[config.mk]
export PLATFORM = sky130hd
export DESIGN_NAME = extmem_arbiter
export DESIGN_NICKNAME = d
export VERILOG_FILES = /design/src/rtl/irb_pkg.sv /design/src/rtl/rr_pick.sv /design/src/rtl/extmem_arbiter.sv
export SDC_FILE = /design/constraint.sdc
export NUM_CORES = 1
export LEC_CHECK = 0
export BUFFER_PORTS_ARGS = -buffer_cell sky130_fd_sc_hd__buf_2
export CORE_AREA = 2 2 133 135
export CTS_BUF_LIST = sky130_fd_sc_hd__clkbuf_16
export CTS_CLUSTER_SIZE = 30
export DETAILED_ROUTE_END_ITERATION = 8
export DIE_AREA = 0 0 135 137
export GPL_TIMING_DRIVEN = 0
export SLEW_MARGIN = 10
export SYNTH_ARGS = -nofsm -noshare
export SYNTH_HDL_FRONTEND = slang
export SYNTH_SLANG_ARGS = --single-unit
export TNS_END_PERCENT = 100
[constraint.sdc]
create_clock -name clk -period 2.2 [get_ports clk]
set_clock_uncertainty 0.05 [all_clocks]
set_input_delay 0.55 -clock clk [delete_from_list [all_inputs] [get_ports clk]]
set_output_delay 0.55 -clock clk [all_outputs]
set_load 0.03 [all_outputs]
[src/rtl/irb_pkg.sv]
// Shared types and default sizing for the inverted-residual-block external-memory arbiter.
package irb_pkg;

  localparam int unsigned ARB_N_REQ     = 3;
  localparam int unsigned ARB_BURST_MAX = 16;
  localparam int unsigned ARB_ADDR_W    = 32;
  localparam int unsigned ARB_DATA_W    = 32;

  typedef enum logic [1:0] {
    REQ_DMA_RD,
    REQ_DMA_WR,
    REQ_CFG
  } req_id_t;

  typedef enum logic [1:0] {
    ARB_IDLE,
    ARB_BUSY,
    ARB_RELEASE
  } arb_state_t;

endpackage

[src/rtl/rr_pick.sv]
// Combinational round-robin picker: first requester at or above ptr, wrapping modulo N_REQ.
module rr_pick #(
  parameter int unsigned N_REQ = 3,
  parameter int unsigned OW    = 2
) (
  input  logic [N_REQ-1:0] req,
  input  logic [OW-1:0]    ptr,
  output logic [OW-1:0]    idx,
  output logic             any
);

  logic          found;
  logic [OW-1:0] cand;

  always_comb begin
    idx   = '0;
    found = 1'b0;
    cand  = '0;
    for (int i = 0; i < int'(N_REQ); i++) begin
      cand = OW'((32'(ptr) + 32'(i)) % N_REQ);
      if (!found && req[cand]) begin
        idx   = cand;
        found = 1'b1;
      end
    end
  end

  assign any = |req;

endmodule

[src/rtl/extmem_arbiter.sv]
// Round-robin, burst-locked arbiter for the single external-memory port.
// Optional per-requester completed-beat counters when ARB_STATS_EN is defined.
module extmem_arbiter
  import irb_pkg::*;
#(
  parameter int unsigned N_REQ     = ARB_N_REQ,
  parameter int unsigned BURST_MAX = ARB_BURST_MAX,
  parameter int unsigned ADDR_W    = ARB_ADDR_W,
  parameter int unsigned DATA_W    = ARB_DATA_W
) (
  input  logic                    clk,
  input  logic                    rst,
  input  logic [N_REQ-1:0]        req,
  input  logic [N_REQ-1:0]        wr,
  input  logic [N_REQ-1:0]        last,
  input  logic [N_REQ*ADDR_W-1:0] addr_i,
  input  logic [N_REQ*DATA_W-1:0] wdata_i,
  output logic [N_REQ-1:0]        gnt,
  output logic [N_REQ-1:0]        valid_o,
  output logic [DATA_W-1:0]       rdata_o,
  output logic                    request_extmem,
  output logic                    write_extmem,
  output logic [ADDR_W-1:0]       addr_extmem,
  output logic [DATA_W-1:0]       w_data,
  input  logic                    valid_extmem,
  input  logic [DATA_W-1:0]       data_extmem,
`ifdef ARB_STATS_EN
  output logic [N_REQ*32-1:0]     stat_beats,
`endif
  output logic                    err_spurious
);

  localparam int unsigned OW = (N_REQ > 1) ? $clog2(N_REQ) : 1;
  localparam int unsigned CW = $clog2(BURST_MAX + 1);

  arb_state_t     state;
  logic [OW-1:0]  ptr;
  logic [OW-1:0]  owner;
  logic [CW-1:0]  beat_cnt;
  logic [OW-1:0]  pick_idx;
  logic           pick_any;
  logic           beat_done;
  logic           leave_busy;

  logic [ADDR_W-1:0] addr_arr  [N_REQ];
  logic [DATA_W-1:0] wdata_arr [N_REQ];

  for (genvar k = 0; k < int'(N_REQ); k++) begin : g_unpack
    assign addr_arr[k]  = addr_i[k*ADDR_W +: ADDR_W];
    assign wdata_arr[k] = wdata_i[k*DATA_W +: DATA_W];
  end

  rr_pick #(
    .N_REQ (N_REQ),
    .OW    (OW)
  ) u_pick (
    .req (req),
    .ptr (ptr),
    .idx (pick_idx),
    .any (pick_any)
  );

  assign beat_done  = (state == ARB_BUSY) && valid_extmem;
  // Last beat, burst cap reached, or owner withdrew its request.
  assign leave_busy = (beat_done && (last[owner] || (beat_cnt == CW'(BURST_MAX - 1))))
                    || !req[owner];

  // Port mux driven from the registered owner; quiet outside BUSY.
  always_comb begin
    request_extmem = 1'b0;
    write_extmem   = 1'b0;
    addr_extmem    = '0;
    w_data         = '0;
    if (state == ARB_BUSY) begin
      request_extmem = req[owner];
      write_extmem   = wr[owner];
      addr_extmem    = addr_arr[owner];
      w_data         = wdata_arr[owner];
    end
  end

  assign valid_o = gnt & {N_REQ{valid_extmem}};
  assign rdata_o = data_extmem;

  always_ff @(posedge clk or negedge rst) begin
    if (!rst) begin
      state        <= ARB_IDLE;
      ptr          <= '0;
      owner        <= '0;
      beat_cnt     <= '0;
      gnt          <= '0;
      err_spurious <= 1'b0;
    end else begin
      if (valid_extmem && (state != ARB_BUSY)) begin
        err_spurious <= 1'b1;
      end
      case (state)
        ARB_IDLE: begin
          if (pick_any) begin
            owner <= pick_idx;
            gnt   <= N_REQ'(1) << pick_idx;
            state <= ARB_BUSY;
          end
        end
        ARB_BUSY: begin
          if (beat_done) begin
            beat_cnt <= beat_cnt + CW'(1);
          end
          if (leave_busy) begin
            gnt   <= '0;
            state <= ARB_RELEASE;
          end
        end
        ARB_RELEASE: begin
          beat_cnt <= '0;
          ptr      <= (owner == OW'(N_REQ - 1)) ? '0 : owner + OW'(1);
          state    <= ARB_IDLE;
        end
        default: state <= ARB_IDLE;
      endcase
    end
  end

`ifdef ARB_STATS_EN
  logic [31:0] stat_q [N_REQ];

  // Saturating completed-beat counters, one per requester.
  for (genvar k = 0; k < int'(N_REQ); k++) begin : g_stat
    always_ff @(posedge clk or negedge rst) begin
      if (!rst) begin
        stat_q[k] <= '0;
      end else if (valid_o[k] && (stat_q[k] != '1)) begin
        stat_q[k] <= stat_q[k] + 32'd1;
      end
    end
    assign stat_beats[k*32 +: 32] = stat_q[k];
  end
`endif

endmodule

==> impl_metrics.json <==
{
  "worstMarginPinSlew_ns": 0.4370,
  "antenna_found_initial": 1,
  "fin_crit_sh_pct": 104.4,
  "tritoncts": "done",
  "gp_congestion": 0.7486,
  "setup_violations": 46,
  "cpPeakStageDelay_ns": 0.37,
  "synth-seq-cells": 15,
  "wl_per_cell_um": 14.46,
  "fin_setup_tns_ns": -1.731,
  "synth.distinct_cells": 40,
  "synth_compound_area_share_pct": 18.55,
  "cp-end-kind": "primary output",
  "finalWorstPathRequiredPeriod_ns": 2.296,
  "hold_slack_ns": 0.1541,
  "synth.cell_area_um2": 2813,
  "total_power_w": 0.005892,
  "nets": 997,
  "synth_nets": 670,
  "cts.sinks": 15,
  "cts_root_buf": "clkbuf_16",
  "yosys.area.top_type_share_pct": 23.49,
  "cts.clk_slew.worst_paths_ns": 0.05,
  "dieWidth_um": 135,
  "synth_top_family_by_area": "simple AND/OR/NAND/NOR gates",
  "grt_overflow": 0,
  "cp.required_ns": 1.60,
  "worstPathArrival_ns": 1.70,
  "status": "finished with violations",
  "slew_violations": 0,
  "synth_simple_gate_area_share_pct": 25.00,
  "synth_top_cell_by_area": "mux2i_1",
  "htreeDepth": 1,
  "slew_headroom_pct": 70.64,
  "hp-class": "input port to asynchronous set/reset pin",
  "maxCapViolCount": 0,
  "synth_fa_ha_area_share_pct": 2.669,
  "hold_viol": 0,
  "vdd_drop_max_mv": 0.5098,
  "grt_pass1_vias": 3679,
  "multi_input_area_um2": 2106,
  "dpl_cell_area_um2": 4636,
  "cp_slowest_cell": "dfrtp_1",
  "totalWireLength_um": 14160,
  "drive_gt1_share_pct": 55.84,
  "vias": 4115,
  "grt_pass1_wl_um": 18800,
  "firstDrtPassIters": 4,
  "fin_ws_ns": -0.09616,
  "synth-warning-count": 0,
  "cpMostUsedCell": "nor2_1",
  "drcViolationCount": 0,
  "fp.dieH_um": 137,
  "io_pins": 341,
  "violations": "negative setup slack",
  "synth_xor_area_share_pct": 0,
  "routed_via_density": 4.203,
  "worstSetupStartpointType": "flip-flop",
  "muxShareOfSynthArea_pct": 24.82,
  "clockBufferDepth": 2,
  "yosys-top-cells-area": "mux2i_1, nor2_1, dfrtp_1",
  "crit_fanout": 7,
  "synth_ff_type": "dfrtp_1",
  "path_cells": "buf_6 -> bufbuf_16 -> mux2i_1 -> nor2_1 -> a21oi_1 -> nor2_1 -> buf_4",
  "drt_iter0_drc": 217,
  "cts_made_buffers": 3,
  "synth.most_common_cell": "nor2_1",
  "synthArstFlopShare_pct": 100.0,
  "insertion_delay_ns": 0.25,
  "cellLeakagePower_nw": 2.802,
  "grt_setup_unrepaired": "true",
  "netlist_instances": 428,
  "n_fill_cell": 1874,
  "stdcell_count": 979,
  "fmaxAchievable_mhz": 435.5,
  "dieArea_um2": 18500,
  "placed_cells": 961,
  "path_class": "flip-flop to primary output",
  "core_area_um2": 17060,
  "port-buffer-count": 308,
  "powerDensity_nw_per_um2": 1096,
  "n_antenna_cell": 0,
  "drtAntennaViolNets": 0,
  "syn2layout_area_growth_pct": 91.19,
  "final-seq-area_um2": 375.4,
  "syn_avg_cell_area_um2": 6.572,
  "grt_start_max_net_pins": 16,
  "ys_seq_area_share_pct": 13.35,
  "fin_area_um2": 5378,
  "synth_common_cells": "nor2_1, a21oi_1, mux2i_1, buf_4, dfrtp_1",
  "synth_edf_count": 0,
  "num_rows": 48,
  "grt_use_total_pct": 12.85,
  "dp_hpwl_um": 11180,
  "start_util_pct": 16.49
}
-- timing repair --
action                     in CTS  in global routing
pin swaps                       1                 10
setup buffers                   5                  4
gates resized for setup       108                 44
hold buffers                    0                  0
setup endpoints to repair      66                 66
gates cloned                    1                  4
-- worst max-delay path, delay by kind of cell (launching register included) --
family | cells | cell delay [ns]
flip-flops | 1 | 0.37
multiplexers | 1 | 0.12
AO/OA/AOI/OAI | 1 | 0.07
AND/OR/NAND/NOR | 2 | 0.31
buffers and inverters | 3 | 0.59
-- flip-flops by register name (all words and copies together) (netlist names) --
register / flops
beat_cnt: 5
err_spurious: 1
gnt: 3
owner: 2
ptr: 2
state: 2
-- metrics by stage --
stage	util, %	worst slack [ns]
6_report	31.53	-0.09616
5_1_grt	31.53	-0.1836
4_1_cts	29.97	-0.09983
3_5_place_dp	27.18	-0.3126
3_3_place_gp	27.18	-0.3390
2_1_floorplan	-	0.06335
-- layout by cell type, fill, tap and decap left out, types with 3 or more instances in the layout --
master,netlist,layout
a21o_1,3,3
a21oi_1,72,58
a21oi_2,1,15
and2_1,3,3
buf_12,0,6
buf_2,12,264
buf_4,36,89
buf_6,2,9
buf_8,0,5
clkbuf_1,9,3
clkbuf_16,0,9
clkbuf_2,0,3
dfrtp_1,15,15
ha_1,6,6
inv_1,7,8
mux2i_1,66,62
mux2i_2,0,3
nand2_1,12,12
nand2b_1,3,3
nor2_1,133,128
nor2_2,1,6
nor3_1,6,6
o21ai_0,9,9
-- kinds of logic after synthesis --
kind of cell | after synthesis
AND/OR/NAND/NOR | 170
flip-flops | 15
adder cells (fa/ha/maj) | 6
AO/OA/AOI/OAI | 95
buffers and inverters | 73
multiplexers | 69
-- report_power, final --
group          switching (W)  internal (W)  leakage, nW
Clock               0.000112      0.000241       0.0423
Combinational        0.00299       0.00210         2.57
Sequential         0.0000857      0.000368        0.192
-- worst paths after layout --
path,start,endpoint,slack [ns],cells after the start
max in group asynchronous,rst,owner[1],1.68,1
worst min register to register,err_spurious,err_spurious,0.40,1
min in group clk,err_spurious,err_spurious,0.40,1
worst max register to register,beat_cnt[0],gnt[2],0.29,8
worst max-delay path,owner[1],w_data[3],-0.1,7
worst min-delay path,rst,beat_cnt[1],0.15,1
-- cell type report --
type	instances	area share [%]
Clock inverter	1	0.06980
Multi-Input combinational cell	340	39.16
Sequential cell	15	6.980
Tap cell	225	5.235
Timing Repair Buffer	322	34.99
Clock buffer	3	1.396
Inverter	7	0.4886
Buffer	66	11.68
-- routing by layer --
layer	track usage, %	share of wire [%]	vias up
li1	-	-	2067
met1	16.51	41	1824
met2	23.27	50	214
met3	1.704	8.1	8
met4	2.025	0.54	2
met5	0	0.092	-
Note: power is estimated with default switching activity, not from simulation.
